[src/rtl/wb_arbiter_2m.sv]
// Two-master / one-slave Wishbone arbiter.
// Master 0 is the data-memory port and master 1 is the instruction-fetch port.
// Each grant covers one whole bus cycle, from the rise of cyc to its fall.
// Master 1 uses the same port set and widths as master 0.
//
// ARB_MODE selects the arbitration policy:
//   0 = round-robin
//   1 = fixed priority, with master 0 highest
//
// Optional build macro WB_ARB_TIMEOUT_EN adds an ack watchdog.
// A granted cycle that waits TIMEOUT_CYCLES strobe cycles with no ack is
// aborted. The watchdog then pulses the owning master's err output once.
// Without the macro both err outputs are tied low.
module wb_arbiter_2m #(
    parameter int ADDR_WIDTH     = 32,
    parameter int DATA_WIDTH     = 32,
    parameter int ARB_MODE       = 0,
    parameter int TIMEOUT_CYCLES = 255
) (
    input  logic                      clk_i,
    input  logic                      rst_ni,
    input  logic                      m0_cyc_i,
    input  logic                      m0_stb_i,
    input  logic                      m0_we_i,
    input  logic [ADDR_WIDTH-1:0]     m0_adr_i,
    input  logic [DATA_WIDTH-1:0]     m0_dat_i,
    input  logic [DATA_WIDTH/8-1:0]   m0_sel_i,
    output logic                      m0_ack_o,
    output logic                      m0_err_o,
    output logic [DATA_WIDTH-1:0]     m0_dat_o,
    input  logic                      m1_cyc_i,
    input  logic                      m1_stb_i,
    input  logic                      m1_we_i,
    input  logic [ADDR_WIDTH-1:0]     m1_adr_i,
    input  logic [DATA_WIDTH-1:0]     m1_dat_i,
    input  logic [DATA_WIDTH/8-1:0]   m1_sel_i,
    output logic                      m1_ack_o,
    output logic                      m1_err_o,
    output logic [DATA_WIDTH-1:0]     m1_dat_o,
    output logic                      s_cyc_o,
    output logic                      s_stb_o,
    output logic                      s_we_o,
    output logic [ADDR_WIDTH-1:0]     s_adr_o,
    output logic [DATA_WIDTH-1:0]     s_dat_o,
    output logic [DATA_WIDTH/8-1:0]   s_sel_o,
    input  logic                      s_ack_i,
    input  logic [DATA_WIDTH-1:0]     s_dat_i
);

    localparam int SEL_WIDTH = DATA_WIDTH / 8;

    localparam logic [1:0] ST_IDLE  = 2'd0;
    localparam logic [1:0] ST_GNT0  = 2'd1;
    localparam logic [1:0] ST_GNT1  = 2'd2;
    localparam logic [1:0] ST_ABORT = 2'd3;

    logic [1:0] state_r;
    logic [1:0] state_nxt_s;
    // last_gnt_r also identifies the owner of the current grant or abort.
    logic       last_gnt_r;
    logic       last_gnt_nxt_s;
    logic       timeout_hit_s;
    logic       abort_cyc_s;

    // Read data fans out to both masters; only the granted one sees ack.
    assign m0_dat_o = s_dat_i;
    assign m1_dat_o = s_dat_i;

    // In ABORT, this is the cyc line of the master whose cycle was cut off.
    assign abort_cyc_s = last_gnt_r ? m1_cyc_i : m0_cyc_i;

`ifdef WB_ARB_TIMEOUT_EN
    localparam logic [15:0] TO_LAST = 16'(TIMEOUT_CYCLES - 1);

    logic [15:0] to_cnt_r;
    logic        err0_r;
    logic        err1_r;
    logic        granted_s;

    assign granted_s     = (state_r == ST_GNT0) || (state_r == ST_GNT1);
    assign timeout_hit_s = (to_cnt_r == TO_LAST) && !s_ack_i;
    assign m0_err_o      = err0_r;
    assign m1_err_o      = err1_r;

    // Watchdog: count unacked strobe cycles of the current grant; idle states and acks clear it.
    always_ff @(posedge clk_i or negedge rst_ni) begin
        if (!rst_ni) begin
            to_cnt_r <= 16'd0;
        end else if (!granted_s || s_ack_i) begin
            to_cnt_r <= 16'd0;
        end else if (s_stb_o) begin
            to_cnt_r <= to_cnt_r + 16'd1;
        end else begin
            to_cnt_r <= to_cnt_r;
        end
    end

    // Error pulse: high only in the first ABORT cycle, routed to the master that lost its cycle.
    always_ff @(posedge clk_i or negedge rst_ni) begin
        if (!rst_ni) begin
            err0_r <= 1'b0;
            err1_r <= 1'b0;
        end else begin
            err0_r <= (state_r == ST_GNT0) && (state_nxt_s == ST_ABORT);
            err1_r <= (state_r == ST_GNT1) && (state_nxt_s == ST_ABORT);
        end
    end
`else
    assign timeout_hit_s = 1'b0;
    assign m0_err_o      = 1'b0;
    assign m1_err_o      = 1'b0;
`endif

    // Next-state and grant-history logic for the arbitration FSM.
    always_comb begin
        state_nxt_s    = state_r;
        last_gnt_nxt_s = last_gnt_r;
        case (state_r)
            ST_IDLE: begin
                if (m0_cyc_i && m1_cyc_i) begin
                    if ((ARB_MODE == 1) || last_gnt_r) begin
                        state_nxt_s    = ST_GNT0;
                        last_gnt_nxt_s = 1'b0;
                    end else begin
                        state_nxt_s    = ST_GNT1;
                        last_gnt_nxt_s = 1'b1;
                    end
                end else if (m0_cyc_i) begin
                    state_nxt_s    = ST_GNT0;
                    last_gnt_nxt_s = 1'b0;
                end else if (m1_cyc_i) begin
                    state_nxt_s    = ST_GNT1;
                    last_gnt_nxt_s = 1'b1;
                end else begin
                    state_nxt_s = ST_IDLE;
                end
            end
            ST_GNT0: begin
                if (!m0_cyc_i) begin
                    state_nxt_s = ST_IDLE;
                end else if (timeout_hit_s) begin
                    state_nxt_s = ST_ABORT;
                end else begin
                    state_nxt_s = ST_GNT0;
                end
            end
            ST_GNT1: begin
                if (!m1_cyc_i) begin
                    state_nxt_s = ST_IDLE;
                end else if (timeout_hit_s) begin
                    state_nxt_s = ST_ABORT;
                end else begin
                    state_nxt_s = ST_GNT1;
                end
            end
            ST_ABORT: begin
                // Hold off the bus until the aborted master gives up its cycle.
                if (!abort_cyc_s) begin
                    state_nxt_s = ST_IDLE;
                end else begin
                    state_nxt_s = ST_ABORT;
                end
            end
            default: begin
                state_nxt_s = ST_IDLE;
            end
        endcase
    end

    // State register; reset parks on master 1 so master 0 wins the first tie.
    always_ff @(posedge clk_i or negedge rst_ni) begin
        if (!rst_ni) begin
            state_r    <= ST_IDLE;
            last_gnt_r <= 1'b1;
        end else begin
            state_r    <= state_nxt_s;
            last_gnt_r <= last_gnt_nxt_s;
        end
    end

    // Slave-side mux and ack steering.
    // This stays combinational so the granted master reaches the slave with no added latency.
    always_comb begin
        s_cyc_o  = 1'b0;
        s_stb_o  = 1'b0;
        s_we_o   = 1'b0;
        s_adr_o  = {ADDR_WIDTH{1'b0}};
        s_dat_o  = {DATA_WIDTH{1'b0}};
        s_sel_o  = {SEL_WIDTH{1'b0}};
        m0_ack_o = 1'b0;
        m1_ack_o = 1'b0;
        case (state_r)
            ST_GNT0: begin
                s_cyc_o  = m0_cyc_i;
                s_stb_o  = m0_stb_i;
                s_we_o   = m0_we_i;
                s_adr_o  = m0_adr_i;
                s_dat_o  = m0_dat_i;
                s_sel_o  = m0_sel_i;
                m0_ack_o = s_ack_i;
            end
            ST_GNT1: begin
                s_cyc_o  = m1_cyc_i;
                s_stb_o  = m1_stb_i;
                s_we_o   = m1_we_i;
                s_adr_o  = m1_adr_i;
                s_dat_o  = m1_dat_i;
                s_sel_o  = m1_sel_i;
                m1_ack_o = s_ack_i;
            end
            default: begin
                // IDLE and ABORT: bus quiet, stray acks dropped.
                s_cyc_o = 1'b0;
            end
        endcase
    end

endmodule

[config.mk]
export PLATFORM = sky130hd
export DESIGN_NAME = wb_arbiter_2m
export DESIGN_NICKNAME = d
export VERILOG_FILES = /design/src/rtl/wb_arbiter_2m.sv
export SDC_FILE = /design/constraint.sdc
export NUM_CORES = 1
export LEC_CHECK = 0
export BUFFER_PORTS_ARGS = -buffer_cell sky130_fd_sc_hd__buf_2
export CAP_MARGIN = 5
export CORE_AREA = 2 2 123 125
export CTS_BUF_LIST = sky130_fd_sc_hd__clkbuf_4
export DETAILED_ROUTE_END_ITERATION = 8
export DIE_AREA = 0 0 125 127
export PLACE_DENSITY = 0.47
export SLEW_MARGIN = 40
export SYNTH_ARGS = -nofsm -noshare
export SYNTH_HDL_FRONTEND = slang
export SYNTH_SLANG_ARGS = --single-unit
[constraint.sdc]
create_clock -name clk_i -period 1.7 [get_ports clk_i]
set_input_delay 0.17 -clock clk_i [delete_from_list [all_inputs] [get_ports clk_i]]
set_output_delay 0.17 -clock clk_i [all_outputs]
set_load 0.05 [all_outputs]
==> qor.yml <==
logic_synthesis:
  ys_ff_latch: 3
  ys_warn_count: 0
  ys_seq_area_share_pct: 3.98
  syn_area_per_cell_um2: 7.45
  syn_inst: 257
  synth_area_um2: 1920
  synth_cell_types: 23
route:
  vias: 2442
  routed_wl_um: 9030
  avgViaCountPerCell: 4.14
  drtIter0Drc: 63
  route.detailed.drc: 0
  dr.pass1.iters: 4
  wire_per_inst_um: 15.3
  ant_nets: 0
global_routing:
  grt_max_degree: 37
  antenna_found_initial: 0
  top_usage_layer: "met2"
  grt_pass1_wl_um: 12900
  grt.met2_usage_pct: 20.3
  first_global_vias: 2523
  grt_use_met3_pct: 1.38
  gr-usage-all-layers_pct: 10.1
  use_met1_pct: 10.6
  grt_overflow: 0
critical_path:
  criticalPathCategory: "reg -> out"
  crit_required_ps: 1530
  crit_buf_inv: 3
  path_max_fanout: 22
  endpoint_kind: "primary output"
  cp_top_family: "buffers and inverters"
  path_cells: "inv_4 > ha_4 > buf_12 > a22oi_1 > nor2b_2 > buf_6"
  startpoint_type: "flip-flop"
  regToRegSetupSlack_ps: 310
  arrival_ps: 1600
  r2r-end: "state_r[1]"
  critPathSlowestCell: "dfrtp_2"
  cpPeakStageDelay_ps: 440
  rr_startpoint: "state_r[0]"
  ff2ff_path_depth: 6
placement:
  post_dp_cell_area_um2: 2850
  port_buffers: 217
  place_congestion: 0.704
  place_hpwl_um: 5840
power:
  peakVddDrop_mv: 0.641
  p_leak_nw: 1.63
  p_total_mw: 7.94
  power.density_nw_per_um2: 2090
clock_network:
  cts_tree: "built"
  clock_path_buffers: 2
  clock_latency_ps: 240
  clock_sinks: 3
  cts_buffers: 3
  h-tree-depth: 1
  clk_pin_slew_worst_paths_ps: 40
  cts_root_buf: "clkbuf_4"
layout:
  fin_area_um2: 3790
  fill_cells: 1529
  syn_to_final_growth_pct: 98.0
  num_antenna_cells: 0
  finalNetCount: 589
  drive_gt1_share_pct: 86.7
sta:
  finalCritPeriodShare_pct: 104
  rsz0062_at_grt: "true"
  period_needed_ps: 1770
  hold_viol: 0
  finalClockSkew_ps: 4.01
  setup_violations: 71
  finalWorstSetupSlack_ps: -72.4
  fmax_mhz: 564
  final_max_slew_viol_count: 0
hold_path:
  holdCritPathClass: "in -> reg"
  whs_endpoint: "last_gnt_r"
  hold_depth: 2
  min_from: "m0_cyc_i"
die:
  die-area_um2: 15900
  rows: 44
  dieHeight_um: 127
  fp.dieW_um: 125
  core_area_um2: 14400
  initial_core_util_pct: 13.3
  pin_count: 316
outcome:
  status: "finished, violations left"
  violations: "negative setup slack"
job:
  maxCapViolations: 0
==> where the power goes <==
part,switching (mW),leakage (nW),total (mW),internal [mW]
clock,0.0397,0.0184,0.144,0.104
combinational,4.33,1.57,7.63,3.30
sequential,0.0438,0.0347,0.160,0.116
==> registers in the layout, summed over array words and instances (netlist names) <==
name	count
state_r	2
last_gnt_r	1
==> cells by family after synthesis <==
kind of cell,share of synthesized area [%]
buffers and inverters,36.8
AOI/OAI and AO/OA,30.1
and+or+nand+nor,25.6
adders and majority gates,3.27
other,0.196
DFF,3.98
==> per-layer routing <==
| metal | share of wire [%] | vias to the layer above |
|---|---|---|
| met1 | 35 | 1132 |
| met3 | 7.0 | 23 |
| met4 | 2.6 | 0 |
| met2 | 55 | 150 |
| li1 | - | 1137 |
| met5 | 0 | - |
==> worst reg2reg max path: stages, from the launching register on <==
cell,delay (ps)
dfrtp_2,410
inv_4,70
buf_4,130
ha_1,260
o21ai_1,150
a31oi_1,50
a31o_2,220
==> per-stage QoR <==
stage	utilization, %	setup slack (ps)	hold WS, ps	TNS, ps	std cells
2_1_floorplan	-	49.9	-126	0	258
3_3_place_gp	19.8	76.7	-26.0	0	575
3_5_place_dp	19.8	-5.01	-25.3	-5.01	575
4_1_cts	25.7	-132	162	-7510	593
5_1_grt	26.3	-149	202	-8110	590
6_report	26.3	-72.4	186	-2880	590
==> cell type report <==
class | instances | area [um^2] | share of cell area (%)
Timing Repair Buffer | 233 | 1810 | 47.8
Sequential cell | 3 | 77.6 | 2.05
Multi-Input combinational cell | 164 | 1630 | 43.0
Inverter | 2 | 10.0 | 0.264
Tap cell | 184 | 230 | 6.07
Clock buffer | 4 | 30.0 | 0.792
==> what timing repair did <==
action / in CTS / in global routing
setup buffers: 8 / 1
endpoints found under the setup margin: 73 / 73
pin swaps: 1 / 1
hold buffers: 1 / 0
endpoints found under the hold margin: 3 / 0
cloned: 5 / 0
gates resized for setup: 176 / 38
==> cell usage in the layout, fill, tap and decap left out, types with 2 or more instances in the layout <==
cell,n
conb_1,2
a21oi_1,2
nor2b_2,52
ha_1,2
nand2_1,2
nor2b_4,19
buf_8,3
buf_6,68
a22oi_2,36
buf_2,144
buf_12,10
buf_4,6
a22oi_1,35
a31oi_1,2
clkbuf_4,4
ha_4,3
==> synth_stat cells <==
| cell | instances | share of area, % |
|---|---|---|
| nor2_1 | 1 | 0.20 |
| nand3b_1 | 1 | 0.39 |
| ha_1 | 5 | 3.3 |
| o21ai_1 | 1 | 0.26 |
| a22oi_1 | 71 | 28 |
| clkbuf_1 | 3 | 0.59 |
| buf_4 | 73 | 29 |
| dfrtp_1 | 2 | 2.6 |
| dfstp_2 | 1 | 1.4 |
| nor2b_1 | 71 | 23 |
| conb_1 | 1 | 0.20 |
| nand2_1 | 2 | 0.39 |
| a21oi_1 | 2 | 0.52 |
| a31o_2 | 1 | 0.46 |
| and2_1 | 2 | 0.65 |
| buf_6 | 2 | 1.2 |
| clkbuf_8 | 7 | 5.0 |
| o211ai_1 | 1 | 0.39 |
| nand2b_1 | 1 | 0.33 |
| a31oi_1 | 2 | 0.65 |
| inv_1 | 2 | 0.39 |
| buf_2 | 4 | 1.0 |
| nand4b_1 | 1 | 0.46 |
==> worst max-delay path by stage <==
stage | startpoint | end | slack, ps | cells after the start
2_1_floorplan | state_r[0] | s_adr_o[10] | 50 | 4
3_3_place_gp | state_r[0] | s_adr_o[23] | 80 | 6
3_5_place_dp | state_r[0] | s_adr_o[23] | -5 | 5
4_1_cts | state_r[0] | s_adr_o[18] | -130 | 7
5_1_grt | state_r[0] | s_dat_o[22] | -150 | 5
6_report | state_r[0] | s_dat_o[6] | -70 | 6
Power figures use the tool's default switching activity.
